--- src/rtl/hazard_ctrl.sv ---
// hazard_ctrl: pipeline stop/flush control for load-use hazards, taken branches
// and data-memory freezes, with saturating stall/flush performance counters.
// Ports:
//   clk, rst (async, active-low)
//   ID_useful, ID_rR1, ID_rR2, ID_rr1, ID_rr2 : ID-stage operand fields
//   EX_useful, EX_wR, EX_regWEn, EX_wbSel     : EX-stage writeback fields
//   br_taken, mem_busy, cnt_clr               : branch resolve, memory freeze, counter clear
//   pc_stop, if_id_stop, id_ex_stop, ex_mem_stop : hold controls (combinational)
//   if_id_flush, id_ex_flush                  : active-low bubble inserts (combinational)
//   stall_cnt, flush_cnt                      : saturating event counters (registered)
module hazard_ctrl #(
  parameter int unsigned LOAD_LAT    = 1,
  parameter int unsigned BR_KILL_CYC = 1,
  parameter int unsigned CNT_W       = 32,
  parameter logic [1:0]  WB_MEM      = 2'b01
) (
  input  logic             clk,
  input  logic             rst,
  input  logic             ID_useful,
  input  logic [4:0]       ID_rR1,
  input  logic [4:0]       ID_rR2,
  input  logic             ID_rr1,
  input  logic             ID_rr2,
  input  logic             EX_useful,
  input  logic [4:0]       EX_wR,
  input  logic             EX_regWEn,
  input  logic [1:0]       EX_wbSel,
  input  logic             br_taken,
  input  logic             mem_busy,
  input  logic             cnt_clr,
  output logic             pc_stop,
  output logic             if_id_stop,
  output logic             if_id_flush,
  output logic             id_ex_stop,
  output logic             id_ex_flush,
  output logic             ex_mem_stop,
  output logic [CNT_W-1:0] stall_cnt,
  output logic [CNT_W-1:0] flush_cnt
);

  localparam int unsigned MAX_CYC = (LOAD_LAT > BR_KILL_CYC) ? LOAD_LAT : BR_KILL_CYC;
  localparam int unsigned CW      = $clog2(MAX_CYC) + 1;

  typedef enum logic [1:0] {RUN, LU_STALL, BR_KILL} state_t;

  state_t        state, state_nxt;
  logic [CW-1:0] cnt, cnt_nxt;
  logic          lu_c;
  logic          stall_inc, flush_inc;

  // Load in EX whose destination is read by the instruction in ID.
  always_comb begin
    lu_c = ID_useful && EX_useful && EX_regWEn && (EX_wbSel == WB_MEM) &&
           (EX_wR != 5'd0) &&
           ((ID_rr1 && (ID_rR1 == EX_wR)) || (ID_rr2 && (ID_rR2 == EX_wR)));
  end

  // State and countdown register.
  always_ff @(posedge clk or negedge rst) begin
    if (!rst) begin
      state <= RUN;
      cnt   <= '0;
    end else begin
      state <= state_nxt;
      cnt   <= cnt_nxt;
    end
  end

  // Next state and pipeline controls; reset forces the default controls.
  always_comb begin
    state_nxt   = state;
    cnt_nxt     = cnt;
    stall_inc   = 1'b0;
    flush_inc   = 1'b0;
    pc_stop     = 1'b0;
    if_id_stop  = 1'b0;
    if_id_flush = 1'b1;
    id_ex_stop  = 1'b0;
    id_ex_flush = 1'b1;
    ex_mem_stop = 1'b0;
    if (rst) begin
      if (mem_busy) begin
        // Freeze everything; branch and hazard are re-evaluated once memory is ready.
        pc_stop     = 1'b1;
        if_id_stop  = 1'b1;
        id_ex_stop  = 1'b1;
        ex_mem_stop = 1'b1;
      end else if (br_taken) begin
        // A taken branch wins in every state, including restarting an ongoing kill.
        if_id_flush = 1'b0;
        id_ex_flush = 1'b0;
        flush_inc   = 1'b1;
        if (BR_KILL_CYC > 1) begin
          state_nxt = BR_KILL;
          cnt_nxt   = CW'(BR_KILL_CYC - 1);
        end else begin
          state_nxt = RUN;
          cnt_nxt   = '0;
        end
      end else begin
        unique case (state)
          RUN: begin
            if (lu_c) begin
              pc_stop     = 1'b1;
              if_id_stop  = 1'b1;
              id_ex_flush = 1'b0;
              stall_inc   = 1'b1;
              if (LOAD_LAT > 1) begin
                state_nxt = LU_STALL;
                cnt_nxt   = CW'(LOAD_LAT - 1);
              end
            end
          end
          LU_STALL: begin
            pc_stop     = 1'b1;
            if_id_stop  = 1'b1;
            id_ex_flush = 1'b0;
            stall_inc   = 1'b1;
            cnt_nxt     = cnt - CW'(1);
            if (cnt == CW'(1)) state_nxt = RUN;
          end
          BR_KILL: begin
            // PC runs so the branch target fetch proceeds; wrong-path fetches are dropped.
            if_id_flush = 1'b0;
            cnt_nxt     = cnt - CW'(1);
            if (cnt == CW'(1)) state_nxt = RUN;
          end
          default: begin
            state_nxt = RUN;
            cnt_nxt   = '0;
          end
        endcase
      end
    end
  end

  // Saturating counters; a clear overrides a same-cycle increment.
  always_ff @(posedge clk or negedge rst) begin
    if (!rst) begin
      stall_cnt <= '0;
      flush_cnt <= '0;
    end else if (cnt_clr) begin
      stall_cnt <= '0;
      flush_cnt <= '0;
    end else begin
      if (stall_inc && (stall_cnt != '1)) stall_cnt <= stall_cnt + CNT_W'(1);
      if (flush_inc && (flush_cnt != '1)) flush_cnt <= flush_cnt + CNT_W'(1);
    end
  end

endmodule

--- config.mk ---
export PLATFORM = sky130hd
export DESIGN_NAME = hazard_ctrl
export DESIGN_NICKNAME = d
export VERILOG_FILES = /design/src/rtl/hazard_ctrl.sv
export SDC_FILE = /design/constraint.sdc
export NUM_CORES = 1
export LEC_CHECK = 0
export ABC_CLOCK_PERIOD_IN_PS = 2700
export BUFFER_PORTS_ARGS = -buffer_cell sky130_fd_sc_hd__buf_2
export CAP_MARGIN = 20
export CORE_ASPECT_RATIO = 1.1
export CORE_MARGIN = 5
export CORE_UTILIZATION = 53
export CTS_CLUSTER_DIAMETER = 150
export DETAILED_ROUTE_END_ITERATION = 7
export PLACE_DENSITY_LB_ADDON = 0.12
export SETUP_SLACK_MARGIN = 0.5
export SLEW_MARGIN = 10
export SYNTH_ARGS = -nofsm -noshare
export SYNTH_HDL_FRONTEND = slang
export SYNTH_SLANG_ARGS = --single-unit
--- constraint.sdc ---
create_clock -name clk -period 2.7 [get_ports clk]
set_input_delay 0.135 -clock clk [delete_from_list [all_inputs] [get_ports clk]]
set_output_delay 0.135 -clock clk [all_outputs]
set_load 0.01 [all_outputs]
==> impl_metrics.env <==
export IMPL_die_area_um2=8720
export IMPL_clkPwrFrac=0.496
export IMPL_yosysSeqAreaShare=0.435
export IMPL_worstSetupEndpointType="flop"
export IMPL_rr_worst_depth=7
export IMPL_gr_total_overflow=0
export IMPL_ys_flop_type="dfrtp_1"
export IMPL_min_period_ns=2.20
export IMPL_syn_nets=440
export IMPL_yosysWarnings=0
export IMPL_internal_power_mw=1.66
export IMPL_start_util=0.552
export IMPL_cp_start_kind="flop"
export IMPL_first_iter_violations=202
export IMPL_gp_congestion=0.812
export IMPL_slowest_stage="dfrtp_1"
export IMPL_grt_pass1_wl_um=15800
export IMPL_diodes=0
export IMPL_setup_viol=0
export IMPL_grtUsageTotal=0.227
export IMPL_worst_slack_ns=0.505
export IMPL_antenna_found_initial=0
export IMPL_p_leak_nw=2.10
export IMPL_switchingPower_uw=455
export IMPL_startpoint="stall_cnt[11]"
export IMPL_synth_avg_cell_area_um2=8.96
export IMPL_power_switching_fraction=0.215
export IMPL_wirelength_um=10200
export IMPL_synthCells=411
export IMPL_ys_ff_latch=64
export IMPL_rsz0062_at_grt="yes"
export IMPL_power_total_mw=2.12
export IMPL_nets=558
export IMPL_worstHoldPathType="in2async"
export IMPL_cp_required_ns=2.90
export IMPL_clockBufferDepth=2
export IMPL_rows=31
export IMPL_slew_limit_headroom=0.438
export IMPL_maxSlewViolCount=0
export IMPL_htree_levels=3
export IMPL_vdd_ir_drop_max_v=0.000373
export IMPL_drive_above_1_share=0.326
export IMPL_area_growth_pct=30.0
export IMPL_clk_latency_ns=0.34
export IMPL_max_freq_ghz=0.456
export IMPL_core_area_um2=6670
export IMPL_seq_power_share=0.453
export IMPL_p_comb_frac=0.051
export IMPL_route_detailed_drc=0
export IMPL_grt_pass1_vias=3322
export IMPL_utilization=0.718
export IMPL_vias=3636
export IMPL_dp_hpwl_um=6570
export IMPL_postRouteAntennaNets=0
export IMPL_outcome="completed"
export IMPL_synthesis_area_um2=3680
export IMPL_criticalPathCategory="reg2reg"
export IMPL_tns_ns=0
export IMPL_cts_buffers=9
export IMPL_port_buffers=96
export IMPL_cap_viol_max_count=0
export IMPL_synthArstFlopShare=1.00
export IMPL_clock_sinks=64
export IMPL_first_pass_iters=6
export IMPL_synth_edf_count=0
export IMPL_tritoncts="built"
export IMPL_ios=97
export IMPL_hold_slack_ns=0.0569
export IMPL_ff2ff_setup_slack_ns=0.50
export IMPL_max_slew_worst_pin_slew_ns=0.843
export IMPL_clkTransAtPathRegs_ns=0.07
export IMPL_via_per_inst=5.90
export IMPL_finalHoldViolCount=0
export IMPL_finClkSkew_ns=0.00905
export IMPL_post_route_period_util=0.813
export IMPL_synth_cell_types=43
export IMPL_post_drt_wl_per_cell_um=16.5
export IMPL_die_y_um=97.4
export IMPL_final_cell_mix="96 x buf_2, 59 x dfrtp_1, 41 x a21oi_1, 31 x or3_1, 30 x nand2_1"
export IMPL_grt_max_degree=59
export IMPL_die_w_um=89.5
export IMPL_crit_top_cell="nand4_1"
export IMPL_powerDensity_nw_per_um2=443
export IMPL_cts_root_buf="clkbuf_8"
export IMPL_dp_worst_setup_slack_ns=0.384
export IMPL_arrival_ns=2.39
export IMPL_critPathMaxFanout=8
export IMPL_crit_path_max_incr_delay_ns=0.42
export IMPL_r2r_start="stall_cnt[11]"
export IMPL_reg2reg_to="stall_cnt[1]"
export IMPL_path_cells="nand4_1, nor3_4, nand4_1, o211ai_4, clkbuf_16, mux2i_1, nor2_1"
export IMPL_final_common_cell="buf_2"
through the flow:
step | instance area, µm² | std cells
floorplan | 3680 | 411
global route | 4790 | 616
detailed placement | 4220 | 577
global placement | 4220 | 577
finish | 4790 | 616
CTS | 4540 | 599
cell families (layout without fill, tap and decap cells):
group           count (synthesis)  in the layout  share of synthesized area
buf+inv                        28            151                     0.0364
compound gates                 93             93                      0.146
xor+xnor                       25             25                     0.0595
flops                          64             64                      0.435
mux                             7              7                     0.0207
simple gates                  192            192                      0.296
fa+ha+maj                       2              2                    0.00679
Yosys cell counts, types with 2 or more instances:
master	number	share of area
a21oi_1	42	0.057
and2_1	3	0.0051
and3_1	5	0.0085
and4_1	4	0.0095
buf_2	2	0.0027
buf_4	5	0.010
clkbuf_1	9	0.0092
dfrtp_1	64	0.43
ha_1	2	0.0068
inv_1	11	0.011
mux2_2	5	0.015
mux2i_1	2	0.0054
nand2_1	32	0.033
nand3_1	21	0.029
nand4_1	17	0.029
nand4_2	2	0.0068
nor2_1	29	0.030
nor2b_1	8	0.014
nor3_1	8	0.011
nor3_2	2	0.0054
nor4_1	6	0.010
o211ai_1	2	0.0041
o21ai_0	26	0.035
o21ai_1	5	0.0068
o31ai_1	12	0.024
or2_2	2	0.0034
or3_1	32	0.054
or4_1	14	0.029
or4_4	2	0.0061
xnor2_1	20	0.048
xor2_1	5	0.012
registers in the layout, indices dropped and copies added, names as in the netlist:
register / flops
flush_cnt: 32
stall_cnt: 32
worst max-delay path by stage:
stage,to,cells past startpoint
3_3_place_gp,flush_cnt[5],8
2_1_floorplan,flush_cnt[1],7
6_report,stall_cnt[1],7
4_1_cts,stall_cnt[21],7
3_5_place_dp,flush_cnt[5],8
5_1_grt,stall_cnt[1],7
final cells by class:
type	instances	area, µm²
Multi-Input combinational cell	319	2050
Sequential cell	64	1610
Clock inverter	5	103
Inverter	11	41.3
Fill cell	520	1880
Timing Repair Buffer	124	734
Clock buffer	11	151
Tap cell	82	103
layer usage:
metal	track usage	share of wire
met3	0.0696	0.055
met5	0	0
met4	0.0538	0.0092
met1	0.289	0.42
met2	0.371	0.51
critical path, delay by kind of cell (launching register included):
kind,cells,cell delay [ns]
muxes,1,0.18
DFF,1,0.42
AOI/OAI and AO/OA,1,0.38
buffers and inverters,1,0.23
and+or+nand+nor,4,0.84
power by group through the flow:
stage,Combinational [mW],Sequential (mW),Clock [mW]
2_1_floorplan,0.0458,0.980,0
3_5_place_dp,0.103,0.979,0
4_1_cts,0.110,0.960,1.06
6_report,0.109,0.960,1.05
5_1_grt,0.121,0.959,1.12
3_3_place_gp,0.102,0.979,0
repair_timing:
action,CTS,global route
buffers inserted,5,14
resized for setup,4,22
hold buffers,1,0
cloned,0,3
hold endpoints to repair,6,0
setup endpoints to repair,25,41
pin swaps,1,10
No activity file was read; power rests on OpenSTA's default activity.
